===== config.mk =====
export PLATFORM = sky130hd
export DESIGN_NAME = mem_arbiter
export DESIGN_NICKNAME = d
export VERILOG_FILES = /design/src/rtl/mem_arbiter.sv
export SDC_FILE = /design/constraint.sdc
export NUM_CORES = 1
export LEC_CHECK = 0
export BUFFER_PORTS_ARGS = -buffer_cell sky130_fd_sc_hd__buf_2
export CORE_AREA = 8 8 99 101
export CTS_BUF_LIST = sky130_fd_sc_hd__clkbuf_4
export DETAILED_ROUTE_END_ITERATION = 10
export DIE_AREA = 0 0 107 109
export PLACE_DENSITY = 0.74
export SLEW_MARGIN = 30
export SYNTH_ARGS = -nofsm -noshare
export SYNTH_HDL_FRONTEND = slang
export SYNTH_SLANG_ARGS = --single-unit
export TNS_END_PERCENT = 1

===== constraint.sdc =====
create_clock -name clk -period 1.7 [get_ports clk]
set_input_delay 0.17 -clock clk [delete_from_list [all_inputs] [get_ports clk]]
set_output_delay 0.17 -clock clk [all_outputs]
set_load 0.01 [all_outputs]

===== src/rtl/mem_arbiter.sv =====
// mem_arbiter: shares a single-port memory between instruction fetch and
// load/store, data-first with a starvation guard for fetch, and routes read
// data back to the owning requester after MEM_LAT cycles.
module mem_arbiter #(
  parameter int MEM_LAT    = 1,
  parameter int STARVE_MAX = 4
) (
  input  logic        clk,
  input  logic        reset,
  input  logic        i_req,
  input  logic [29:0] i_addr,
  output logic        i_gnt,
  output logic        i_rvalid,
  output logic [31:0] i_rdata,
  input  logic        d_req,
  input  logic        d_we,
  input  logic [29:0] d_addr,
  input  logic [31:0] d_wdata,
  input  logic [3:0]  d_be,
  output logic        d_gnt,
  output logic        d_rvalid,
  output logic [31:0] d_rdata,
  output logic        m_en,
  output logic        m_we,
  output logic [29:0] m_addr,
  output logic [31:0] m_wdata,
  output logic [3:0]  m_be,
  input  logic [31:0] m_rdata
);

  localparam int LAST = MEM_LAT - 1;

  logic [3:0]         starve_cnt;
  logic               rst_q;
  logic               blocked;
  logic               force_i;
  logic               rd_acc;
  logic [MEM_LAT-1:0] tag_v;
  logic [MEM_LAT-1:0] tag_d;

  // Grants are held off in the reset cycle and the cycle right after it.
  assign blocked = reset | rst_q;
  assign force_i = (starve_cnt == 4'(STARVE_MAX));
  assign rd_acc  = i_gnt | (d_gnt & ~d_we);

  // Grant selection: data first unless fetch has starved long enough.
  always_comb begin
    i_gnt = 1'b0;
    d_gnt = 1'b0;
    if (!blocked) begin
      if (i_req && (force_i || !d_req)) begin
        i_gnt = 1'b1;
      end else if (d_req) begin
        d_gnt = 1'b1;
      end
    end
  end

  // Drive the memory port from the winning requester.
  always_comb begin
    m_en    = 1'b0;
    m_we    = 1'b0;
    m_addr  = '0;
    m_wdata = '0;
    m_be    = '0;
    if (i_gnt) begin
      m_en   = 1'b1;
      m_addr = i_addr;
      m_be   = 4'b1111;
    end else if (d_gnt) begin
      m_en    = 1'b1;
      m_we    = d_we;
      m_addr  = d_addr;
      m_wdata = d_wdata;
      m_be    = d_be;
    end
  end

  // Remember that reset was asserted last cycle.
  always_ff @(posedge clk) begin
    rst_q <= reset;
  end

  // Count consecutive denied fetch cycles, saturating at STARVE_MAX.
  always_ff @(posedge clk) begin
    if (reset) begin
      starve_cnt <= 4'd0;
    end else if (i_req && !i_gnt) begin
      if (!force_i) begin
        starve_cnt <= starve_cnt + 4'd1;
      end
    end else begin
      starve_cnt <= 4'd0;
    end
  end

  // Tag pipeline: {valid, owner} per issued read, owner 1 = data.
  always_ff @(posedge clk) begin
    if (reset) begin
      tag_v <= '0;
      tag_d <= '0;
    end else begin
      tag_v[0] <= rd_acc;
      tag_d[0] <= d_gnt;
      for (int s = 1; s < MEM_LAT; s++) begin
        tag_v[s] <= tag_v[s-1];
        tag_d[s] <= tag_d[s-1];
      end
    end
  end

  assign i_rvalid = ~reset & tag_v[LAST] & ~tag_d[LAST];
  assign d_rvalid = ~reset & tag_v[LAST] &  tag_d[LAST];
  assign i_rdata  = m_rdata;
  assign d_rdata  = m_rdata;

endmodule

==> results of run 1 <==
-- cell usage after synthesis, types with 2 or more instances --
library cell / number
nand2_1: 65
o22ai_1: 30
clkbuf_1: 6
nand3_1: 3
buf_4: 65
buf_2: 8
a21oi_1: 8
ha_1: 2
nor2_1: 4
and3b_1: 2
and3_1: 2
dfxtp_1: 7
and2_4: 29
o211ai_1: 2
buf_6: 4
inv_1: 3
and2_1: 4
-- layout make-up --
type	count	area [um^2]
Inverter	3	11.3
Tap cell	108	135
Clock buffer	4	30.0
Fill cell	901	5870
Timing Repair Buffer	185	1210
Sequential cell	7	143
Multi-Input combinational cell	163	985
-- critical path, cell delays in order, from the launching register on --
cell     delay, ns
dfxtp_2       0.33
inv_2         0.05
ha_4          0.15
and3b_1       0.20
o21ai_4       0.20
buf_12        0.19
o22ai_1       0.08
buf_2         0.15
-- power breakdown --
group | leakage [nW] | total [mW] | internal [mW] | switching, mW
Combinational | 1.25 | 0.444 | 0.238 | 0.206
Sequential | 0.0581 | 0.175 | 0.170 | 0.00530
Clock | 0.0184 | 0.164 | 0.105 | 0.0591
Total | 1.32 | 0.783 | 0.513 | 0.270
-- flip-flops by register name, indices dropped and copies added (netlist names) --
register and count:
rst_q 1, tag_v 1, tag_d 1, starve_cnt 4
-- stage by stage --
stage / setup TNS (ns) / power [mW]
6_report: -3.36 / 0.783
5_1_grt: -8.87 / 0.846
4_1_cts: -3.57 / 0.790
3_5_place_dp: -0.291 / 0.577
3_3_place_gp: 0 / 0.567
2_1_floorplan: 0 / 0.524
-- cells by family after synthesis --
kind of cell,share of synthesized area [%]
AO/OA/AOI/OAI,15.7
XOR/XNOR,0.515
adder cells (fa/ha/maj),1.47
buffers and inverters,35.7
flip-flops,8.24
multiplexers,0.589
AND/OR/NAND/NOR,37.8
-- per-layer routing --
| layer | part of all wire [%] | global-route usage [%] | up-vias |
|---|---|---|---|
| met5 | 0 | 0 | - |
| met4 | 2.5 | 4.32 | 0 |
| met3 | 14 | 5.38 | 25 |
| met2 | 53 | 23.4 | 149 |
| met1 | 31 | 10.0 | 892 |
| li1 | - | - | 987 |
-- worst max path at each step --
stage                  startpoint           to  slack, ns
CTS                 starve_cnt[1]         m_we      -0.09
global route        starve_cnt[0]   m_addr[25]      -0.18
floorplan           starve_cnt[0]   m_addr[10]       0.17
detailed placement  starve_cnt[0]  m_wdata[31]      -0.04
global placement    starve_cnt[0]  m_wdata[31]       0.06
finish              starve_cnt[0]   m_addr[16]      -0.09
-- what timing repair did --
action	CTS	global route
pin swaps	17	16
gates resized for setup	38	8
setup buffers	4	1
endpoints found under the setup margin	69	69
cloned	1	0
-- placed cells by master, fill, tap and decap left out, types with 2 or more instances in the layout --
cell type / Yosys / layout
and2_4: 29 / 32
inv_2: 0 / 2
buf_6: 4 / 31
o211ai_1: 2 / 2
buf_2: 8 / 141
nand3_1: 3 / 3
dfxtp_2: 0 / 2
nor2_1: 4 / 4
buf_4: 65 / 9
a21oi_1: 8 / 8
nand2_1: 65 / 65
clkbuf_4: 0 / 4
o22ai_1: 30 / 29
buf_12: 0 / 3
and3b_1: 2 / 2
dfxtp_1: 7 / 5
==> impl_metrics.env, run 1 <==
export IMPL_synth_nets=391
export IMPL_synth_ff_type="dfxtp_1"
export IMPL_synthCells=256
export IMPL_yosys_area_top_type="buf_4"
export IMPL_gr_total_overflow=0
export IMPL_fin_util_pct=30.0
export IMPL_hold_path_depth=1
export IMPL_grt_setup_unrepaired="true"
export IMPL_firstDrtPassIters=4
export IMPL_numPortBuffers=172
export IMPL_period_share_pct=105
export IMPL_ios=269
export IMPL_h_tree_depth=1
export IMPL_detailed_place_area_um2=2190
export IMPL_routed_via_density=4.37
export IMPL_fin_hold_ws_ns=0.112
export IMPL_r2r_slack_ns=0.41
export IMPL_ctsHoldBuffers=0
export IMPL_drive_gt1_share_pct=63.8
export IMPL_crit_type="register to output pin"
export IMPL_grt_max_degree=33
export IMPL_reg2reg_to="tag_v"
export IMPL_vias=2053
export IMPL_setup_ws_ns=-0.0886
export IMPL_fp_row_count=34
export IMPL_worstPathRequired_ns=1.53
export IMPL_ir_drop_mv=0.119
export IMPL_holdCritPathClass="input port to register"
export IMPL_min_period_ns=1.79
export IMPL_violations="setup timing"
export IMPL_tritoncts="yes"
export IMPL_place_detailed_hpwl_um=6050
export IMPL_grt_total_usage_pct=11.8
export IMPL_yosys_top_cells_area="buf_4 (29%), and2_4 (15%), nand2_1 (14%)"
export IMPL_numClockSinks=7
export IMPL_outcome="finished with violations"
export IMPL_grt_pass1_wl_um=11100
export IMPL_p_per_area_nw_per_um2=312
export IMPL_ys_async_sr_fraction_pct=0
export IMPL_worstSkewPairLatency_ns=0.25
export IMPL_fmaxAchievable_ghz=0.559
export IMPL_diodes=0
export IMPL_worst_slew_pin_transition_ns=0.309
export IMPL_max_slew_margin_pct=79.4
export IMPL_fin_nets=498
export IMPL_hold_viol_final=0
export IMPL_finalSetupViolations=68
export IMPL_antenna_found_initial=0
export IMPL_routed_wirelength_um=7340
export IMPL_drt_iter0_markers=58
export IMPL_synth_distinct_cells=29
export IMPL_antenna_left=0
export IMPL_synth_top_area_share_pct=28.7
export IMPL_regToRegStartpoint="starve_cnt[0]"
export IMPL_cts_buffers_inserted=3
export IMPL_die_width_um=107
export IMPL_leakage_nw=1.32
export IMPL_cp_max_fo=21
export IMPL_post_drt_wl_per_cell_um=15.6
export IMPL_critPathCaptureType="output pin"
export IMPL_worstSetupStartpointType="register"
export IMPL_r2r_cells=6
export IMPL_cts_buffer_depth=2
export IMPL_die_area_um2=11700
export IMPL_ys_ff_latch=7
export IMPL_skew_ns=0.00251
export IMPL_slew_violations=0
export IMPL_clkTransAtPathRegs_ns=0.05
export IMPL_synth_area_per_cell_um2=6.64
export IMPL_grt_pass1_vias=2227
export IMPL_dp_cells=460
export IMPL_cts_root_buf="clkbuf_4"
export IMPL_syn_to_final_growth_pct=47.8
export IMPL_whs_endpoint="rst_q"
export IMPL_coreArea_um2=8380
export IMPL_die_h_um=109
export IMPL_final_cell_count_no_fill=470
export IMPL_critPathArrivalTime_ns=1.62
export IMPL_synth_edf_count=0
export IMPL_dp_slack_ns=-0.0425
export IMPL_ys_seq_area_share_pct=8.24
export IMPL_maxCapViolations=0
export IMPL_ys_warnings_count=0
export IMPL_drc=0
export IMPL_fin_area_um2=2510
export IMPL_initial_core_util_pct=20.3
export IMPL_routabilityCongestion=0.760
export IMPL_worst_hold_startpoint="reset"
export IMPL_netlist_area_um2=1700
Note: power is estimated with default switching activity, not from simulation.
==> run 2, diff against run 1 <==
--- a/config.mk
+++ b/config.mk
@@ -8,3 +8,3 @@
 export BUFFER_PORTS_ARGS = -buffer_cell sky130_fd_sc_hd__buf_2
-export CORE_AREA = 8 8 99 101
+export CORE_AREA = 5 5 102 104
 export CTS_BUF_LIST = sky130_fd_sc_hd__clkbuf_4
@@ -12,3 +12,3 @@
 export DIE_AREA = 0 0 107 109
-export PLACE_DENSITY = 0.74
+export PLACE_DENSITY = 0.68
 export SLEW_MARGIN = 30
--- a/constraint.sdc
+++ b/constraint.sdc
@@ -3,2 +3,2 @@
 set_output_delay 0.17 -clock clk [all_outputs]
-set_load 0.01 [all_outputs]
+set_load 0.005 [all_outputs]
==> run 2 against run 1 <==
The run still ends with setup timing left; worst hold slack barely moved; clock skew grew 0.00076 ns; non-clock buffer count fell by 1; clock-buffer cell count unchanged; critical endpoint is now m_addr[1]; largest cell class unchanged; highest routed layer unchanged.
==> impl_metrics.env, run 2 (same netlist as run 1, synthesis figures left out) <==
export IMPL_initial_core_util_pct=18.0
export IMPL_ir_drop_mv=0.166
export IMPL_worstSkewPairLatency_ns=0.25
export IMPL_numClockSinks=7
export IMPL_finalSetupViolations=68
export IMPL_syn_to_final_growth_pct=49.2
export IMPL_h_tree_depth=1
export IMPL_cts_buffer_depth=2
export IMPL_dp_slack_ns=0.0719
export IMPL_die_area_um2=11700
export IMPL_fp_row_count=36
export IMPL_fin_hold_ws_ns=0.112
export IMPL_fin_nets=497
export IMPL_firstDrtPassIters=4
export IMPL_fmaxAchievable_ghz=0.549
export IMPL_setup_ws_ns=-0.121
export IMPL_antenna_left=0
export IMPL_drive_gt1_share_pct=63.2
export IMPL_worstPathRequired_ns=1.53
export IMPL_worstSetupStartpointType="register"
export IMPL_final_common_cell="buf_2"
export IMPL_cp_max_fo=15
export IMPL_diodes=0
export IMPL_die_h_um=109
export IMPL_coreArea_um2=9460
export IMPL_gr_total_overflow=0
export IMPL_grt_pass1_wl_um=9540
export IMPL_numPortBuffers=172
export IMPL_antenna_found_initial=0
export IMPL_largest_reg_flops=4
export IMPL_grt_max_degree=62
export IMPL_routabilityCongestion=0.797
export IMPL_grt_pass1_vias=1988
export IMPL_top_register="starve_cnt"
export IMPL_ios=269
export IMPL_routed_wirelength_um=6430
export IMPL_period_share_pct=107
export IMPL_vias=1986
export IMPL_timing_critical_path_cells="inv_2 -> ha_4 -> and3b_2 -> o21ai_4 -> buf_12 -> buf_12 -> o22ai_1 -> buf_2"
export IMPL_skew_ns=0.00327
export IMPL_grt_total_usage_pct=9.99
export IMPL_min_period_ns=1.82
export IMPL_maxCapViolations=0
export IMPL_leakage_nw=1.33
export IMPL_cpMostUsedCell="buf_12"
export IMPL_power_uw=766
export IMPL_routed_via_density=4.18
export IMPL_clkTransAtPathRegs_ns=0.05
export IMPL_drc=0
export IMPL_drt_iter0_markers=59
export IMPL_worst_slew_pin_transition_ns=0.262
export IMPL_critPathMaxStageDelay_ns=0.33
export IMPL_cts_root_buf="clkbuf_4"
export IMPL_grt_setup_unrepaired="true"
export IMPL_hold_viol_final=0
export IMPL_critical_path_slowest_cell="dfxtp_2"
export IMPL_violations="setup timing"
export IMPL_tritoncts="yes"
export IMPL_die_width_um=107
export IMPL_holdCritPathClass="input port to register"
export IMPL_p_per_area_nw_per_um2=302
export IMPL_post_drt_wl_per_cell_um=13.5
export IMPL_final_cell_mix="buf_2 (143), nand2_1 (65), o22ai_1 (30)"
export IMPL_place_detailed_hpwl_um=5220
export IMPL_ctsHoldBuffers=0
export IMPL_slew_violations=0
export IMPL_crit_type="register to output pin"
export IMPL_critPathArrivalTime_ns=1.65
export IMPL_critPathCaptureType="output pin"
export IMPL_max_slew_margin_pct=82.5
export IMPL_outcome="finished with violations"
export IMPL_cts_buffers_inserted=3
[run 2: cell types whose count changed in the layout (fill, tap and decap cells not counted), moves of 2 or more]
cell	before	now
buf_4	9	5
and2_1	1	4
and2_4	32	29
buf_12	3	6
buf_2	141	143
buf_6	31	29
[run 2: through the flow]
stage          util [%]  setup TNS (ns)  std cells  area, um^2
2_1_floorplan         -               0        256        1700
3_3_place_gp       23.7               0        468        2240
3_5_place_dp       23.7               0        468        2240
4_1_cts            24.8           -5.94        475        2340
5_1_grt            26.8           -8.96        475        2540
6_report           26.8           -3.93        475        2540
[run 2: worst max-delay path: cells and delay by family, from the launching register on]
kind / cells / cell delay [ns]
AO/OA/AOI/OAI: 2 / 0.23
buffers and inverters: 4 / 0.47
adder cells (fa/ha/maj): 1 / 0.16
AND/OR/NAND/NOR: 1 / 0.22
flip-flops: 1 / 0.33
[run 2: layout make-up]
type / count / area [um^2]
fill: 1028 / 6920
timing repair buffer: 184 / 1230
multi-input combinational: 163 / 983
sequential: 7 / 143
tap: 114 / 143
clock buffer: 4 / 30.0
inverter: 3 / 11.3
[run 2: power by group]
group          internal (mW)  switching [mW]
Clock                  0.105          0.0582
Sequential             0.170         0.00348
Combinational          0.244           0.185
Total                  0.520           0.247
[run 2: per-layer routing]
| metal | GRT usage, % | wire length (um) |
|---|---|---|
| met1 | 10.7 | 2350 |
| met4 | 2.56 | 108 |
| met3 | 2.96 | 730 |
| met5 | 0 | 0 |
| met2 | 19.1 | 3240 |
[run 2: worst paths after layout]
path                       from  slack, ns       endpoint  depth (start not counted)
setup reg to reg  starve_cnt[0]       0.34          tag_v                          7
hold reg to reg   starve_cnt[0]       0.56  starve_cnt[0]                          3
setup / recovery  starve_cnt[0]      -0.12      m_addr[1]                          8
hold / removal            reset       0.11          rst_q                          1
[run 2: timing repair]
action	in CTS	in global routing
cloned	1	0
buffers inserted	2	0
pin swaps	1	30
resized for setup	9	31
setup endpoints to repair	69	69
